`config.mk`:
```
export PLATFORM = sky130hd
export DESIGN_NAME = uc_secuenciador
export DESIGN_NICKNAME = d
export VERILOG_FILES = /design/src/rtl/uc_secuenciador.sv
export SDC_FILE = /design/constraint.sdc
export NUM_CORES = 1
export LEC_CHECK = 0
export CAP_MARGIN = 10
export CORE_MARGIN = 1
export CORE_UTILIZATION = 35
export CTS_BUF_LIST = sky130_fd_sc_hd__clkbuf_16
export DETAILED_ROUTE_END_ITERATION = 7
export DONT_BUFFER_PORTS = 1
export PLACE_DENSITY_LB_ADDON = 0.15
export SLEW_MARGIN = 20
export SYNTH_ARGS = -nofsm -noshare
export SYNTH_HDL_FRONTEND = slang
export SYNTH_SLANG_ARGS = --single-unit
```
`constraint.sdc`:
```
create_clock -name clk -period 4.5 [get_ports clk]
set_input_delay 0.225 -clock clk [delete_from_list [all_inputs] [get_ports clk]]
set_output_delay 0.225 -clock clk [all_outputs]
set_load 0.02 [all_outputs]
```
`src/rtl/uc_secuenciador.sv`:
```
// uc_secuenciador: control unit for the single-cycle CPU datapath.
// Decodes opcode[5:3] plus the zero flag into datapath controls, and adds a
// PC enable with a req/ack I/O handshake (timeout-protected) and a HALT state.
//
// Handshake: io_req is registered and rises the cycle after an IN/OUT is
// decoded; io_we qualifies it while io_req=1. The peripheral answers with
// io_ack, sampled on the rising clock in IO_WAIT; the access completes on the
// edge where io_ack=1, after which io_req drops. If no ack arrives within
// IO_TIMEOUT wait cycles the access is abandoned, the instruction is skipped
// and io_err latches high until reset. Ack and timeout on the same edge
// counts as a normal completion.
module uc_secuenciador #(
    parameter int IO_TIMEOUT = 255,
    parameter int TW         = 16
) (
    input  logic       clk,
    input  logic       reset,
    input  logic [5:0] opcode,
    input  logic       z,
    input  logic       io_ack,
    output logic       s_inc,
    output logic       s_mux_alu,
    output logic       s_mux_datos,
    output logic       we3,
    output logic       wez,
    output logic [2:0] op_alu,
    output logic       pc_en,
    output logic       io_req,
    output logic       io_we,
    output logic       io_err,
    output logic       halted,
    output logic [1:0] o_dbg_state
);

    typedef enum logic [1:0] {
        ST_RUN     = 2'd0,
        ST_IO_WAIT = 2'd1,
        ST_HALT    = 2'd2
    } state_t;

    localparam logic [TW-1:0] CNT_LAST = TW'(IO_TIMEOUT - 1);

    state_t        r_state;
    logic [TW-1:0] r_cnt;
    logic          r_io_req;
    logic          r_io_we;
    logic          r_io_err;
    logic          r_halted;

    logic          w_timeout;
    logic [2:0]    w_group;

    assign w_group   = opcode[5:3];
    assign w_timeout = (r_cnt == CNT_LAST);

    // Sequencer FSM: RUN / IO_WAIT / HALT plus the registered handshake outputs.
    always_ff @(posedge clk or negedge reset) begin
        if (!reset) begin
            r_state  <= ST_RUN;
            r_cnt    <= '0;
            r_io_req <= 1'b0;
            r_io_we  <= 1'b0;
            r_io_err <= 1'b0;
            r_halted <= 1'b0;
        end else begin
            case (r_state)
                ST_RUN: begin
                    case (w_group)
                        3'b010, 3'b011: begin
                            r_state  <= ST_IO_WAIT;
                            r_io_req <= 1'b1;
                            r_io_we  <= w_group[0];
                            r_cnt    <= '0;
                        end
                        3'b111: begin
                            r_state  <= ST_HALT;
                            r_halted <= 1'b1;
                        end
                        default: begin
                        end
                    endcase
                end
                ST_IO_WAIT: begin
                    if (io_ack) begin
                        r_state  <= ST_RUN;
                        r_io_req <= 1'b0;
                        r_cnt    <= '0;
                    end else if (w_timeout) begin
                        r_state  <= ST_RUN;
                        r_io_req <= 1'b0;
                        r_io_err <= 1'b1;
                        r_cnt    <= '0;
                    end else begin
                        r_cnt <= r_cnt + 1'b1;
                    end
                end
                ST_HALT: begin
                    // Only reset leaves HALT.
                end
                default: begin
                    r_state <= ST_RUN;
                end
            endcase
        end
    end

    // Datapath control decode from state, opcode, z and io_ack.
    always_comb begin
        pc_en       = 1'b0;
        s_inc       = 1'b1;
        s_mux_alu   = 1'b0;
        s_mux_datos = 1'b0;
        we3         = 1'b0;
        wez         = 1'b0;
        op_alu      = 3'b000;
        if (reset) begin
            s_mux_alu   = 1'b1;
            s_mux_datos = 1'b1;
            op_alu      = opcode[2:0];
            case (r_state)
                ST_RUN: begin
                    pc_en = 1'b1;
                    case (w_group)
                        3'b000: begin
                            we3 = 1'b1;
                            wez = 1'b1;
                        end
                        3'b001: begin
                            we3       = 1'b1;
                            wez       = 1'b1;
                            s_mux_alu = 1'b0;
                        end
                        3'b010, 3'b011, 3'b111: begin
                            pc_en = 1'b0;
                        end
                        3'b100: begin
                            case (opcode[2:0])
                                3'b000:  s_inc = 1'b0;
                                3'b001:  s_inc = ~z;
                                3'b010:  s_inc = z;
                                default: s_inc = 1'b1;
                            endcase
                        end
                        default: begin
                        end
                    endcase
                end
                ST_IO_WAIT: begin
                    if (io_ack) begin
                        pc_en = 1'b1;
                        if (!r_io_we) begin
                            // IN completes by writing the Datos bus into the register file.
                            we3         = 1'b1;
                            s_mux_datos = 1'b0;
                        end
                    end else if (w_timeout) begin
                        // Abandon: advance past the instruction without writing.
                        pc_en = 1'b1;
                    end
                end
                default: begin
                end
            endcase
        end
    end

    assign io_req      = r_io_req;
    assign io_we       = r_io_we;
    assign io_err      = r_io_err;
    assign halted      = r_halted;
    assign o_dbg_state = r_state;

endmodule

```
==> flow_summary.ini <==
[detailed_routing]
drcViolationCount = 0
vias = 1091
first_pass_iters = 4
drt-total-wl_um = 2920
drt-initial-drc-count = 50
ant_nets = 0
via_per_inst = 5.77
wl_per_cell_um = 15.4

[timing]
fin_tns_setup_ps = 0
hold_ws_ps = 122
max_freq_mhz = 402
tightest_slew_ps = 686
finalHoldViolations = 0
period_needed_ps = 2490
fin_crit_sh_pct = 55.3
skew_ps = 4.53
rsz0062_at_grt = no
setup_violations = 0
worst_slack_ps = 2010
relSlewSlack_pct = 53.9
finalMaxSlewViolations = 0

[synth]
async_flop_share_pct = 100
synth_area_sq_um = 1270
synth_edf_count = 0
ys_types = 41
syn_nets = 153
yosys_warnings = 0
synth_cells = 141
syn_area_per_cell_sq_um = 9.02
seq_area_frac_synth_pct = 43.3
ys_ff_latch = 22
synth_ff_type = dfrtp_1

[hold_path]
holdPathEnd = io_we$_DFFE_PN0P_
min_path_type = in2reg
hold_start = opcode[3]
hold_path_depth = 1

[setup_path]
critPathRequiredTime_ps = 4280
crit_path_end_kind = primary output
critPathLaunchType = register
ff2ff_path_depth = 7
crit_type = reg2out
r2r-start = r_cnt[0]$_DFFE_PN0P_
r2r_slack_ps = 2170
crit_path_max_fanout = 9
r2r-end = r_cnt[5]$_DFFE_PN0P_
cp.arrival_ps = 2260

[pwr]
power.leakage_nw = 0.563
peakVddDrop_mv = 0.187
powerDensity_nw_per_um2 = 433

[die]
start_util_pct = 37.2
fp.dieW_um = 62.3
io_pins = 25
die_y_um = 62.3
die-area_sq_um = 3880
rows = 21
coreArea_sq_um = 3420

[grt]
grt_pass1_vias = 1005
grt_pass1_wl_um = 4710
grt_max_degree = 23
grt_antenna_before_repair = 0
grt-ovfl-total = 0
grt_usage_pct = 15.4

[run_status]
status = finished clean

[clock_tree]
insertion_delay_ps = 260
clock-sinks = 22
clk_pin_slew_ps = 60
numCtsBuffers = 3
clock_path_buffers = 2
htree_num_levels = 1
cts_tree = yes
cts_resized = 0
cts_root_buf = clkbuf_16
cts_setup_buffers = 0

[finish]
n_antenna_cell = 0
finalNetCount = 157
final_cell_area_sq_um = 1400
drive_above_1_share_pct = 9.09
area_growth_pct = 10.1
layoutNonFillerInstCount = 189

[placed_design]
pre_cts_slack_ps = 2190
place.gp.congestion = 0.810
port_buffers = 0
place_area_sq_um = 1310
dp_hpwl_um = 1970
dp.cells = 184

[flow_run]
drv_cap = 0
worst max path at each step:
stage | from | to
2_1_floorplan | r_cnt[0]$_DFFE_PN0P_ | o_dbg_state[0]$_DFFE_PN0P_
3_3_place_gp | r_cnt[0]$_DFFE_PN0P_ | r_cnt[5]$_DFFE_PN0P_
3_5_place_dp | r_cnt[0]$_DFFE_PN0P_ | r_cnt[5]$_DFFE_PN0P_
4_1_cts | r_cnt[0]$_DFFE_PN0P_ | pc_en
5_1_grt | r_cnt[0]$_DFFE_PN0P_ | pc_en
6_report | r_cnt[0]$_DFFE_PN0P_ | pc_en
synth_stat cells, types with 2 or more instances:
library cell / count / area share, %
inv_1: 6 / 1.8
xor2_1: 4 / 2.8
nand2_1: 10 / 3.0
a21oi_1: 5 / 2.0
o21ai_1: 2 / 0.79
nor2_1: 14 / 4.1
nand3b_1: 2 / 1.2
a31oi_1: 7 / 3.4
nand2b_1: 3 / 1.5
a21o_1: 2 / 1.2
or3_1: 3 / 1.5
and2_1: 4 / 2.0
nand4_1: 4 / 2.0
nand3_1: 7 / 2.8
ha_1: 2 / 2.0
o41ai_1: 2 / 1.4
nor3_1: 7 / 2.8
dfrtp_1: 22 / 43
nor2_2: 2 / 0.98
o21ai_0: 10 / 3.9
clkbuf_1: 2 / 0.59
a41o_1: 2 / 1.6
metal layers:
metal  global-route usage (%)  part of all wire [%]  vias up
met3                     4.41                   5.8        2
met1                     20.8                    46      526
li1                         -                     -      521
met4                     3.49                  0.65        0
met5                        0                     0        -
met2                     24.3                    47       42
area by class of cell:
class | instances | area [sq um]
well taps | 46 | 57.6
clock buffers | 3 | 75.1
multi-input cells | 110 | 679
repair buffers | 2 | 15.0
flip-flops and latches | 22 | 551
inverters | 6 | 22.5
fillers | 340 | 2020
flip-flops by register name, summed over array words and instances, names as in the netlist:
name and count:
halted 1, io_we 1, io_req 1, o_dbg_state 2, r_cnt 16, io_err 1
timing repair:
action                                  4_1_cts  5_1_grt
hold buffers                                  1        1
hold endpoints to repair                     22       22
endpoints found under the setup margin        0        0
worst max-delay path, stage by stage (launching register included):
cell and delay, ps:
dfrtp_1 430, inv_1 80, ha_1 140, or4b_4 480, nor4_4 560, o31a_1 330
placed cells by master (no fill, tap or decap), drive strengths merged, types with 2 or more instances in the layout:
master	n
a21o	2
a21oi	6
a31oi	7
a41o	2
and2	4
clkbuf	3
dfrtp	22
ha	2
inv	6
nand2	10
nand2b	3
nand3	7
nand3b	2
nand4	4
nor2	16
nor3	7
nor4	2
o21ai	12
o41ai	2
or2	2
or3	3
xor2	4
kinds of logic (layout without fill, tap and decap cells):
group                      after synthesis  count (layout)  synth area share, %
muxes                                    2               2                 1.67
DFF                                     22              22                 43.3
and+or+nand+nor                         64              64                 27.8
buffers and inverters                    9              11                 3.25
AOI/OAI and AO/OA                       38              38                 19.3
adders and majority gates                2               2                 1.97
xor gates and xnor gates                 4               4                 2.76
per-stage QoR:
stage                     power, mW  util [%]
after global routing          0.644      41.0
final                         0.606      41.0
after floorplan               0.387         -
after detailed placement      0.416      38.4
after CTS                     0.613      40.8
after global placement        0.414      38.4
where the power goes:
part	switching [mW]	internal, mW	total [mW]
registers	0.0619	0.222	0.284
clock network	0.0732	0.118	0.191
logic	0.0832	0.0481	0.131
total	0.218	0.388	0.606
(Power assumes the default switching activity.)
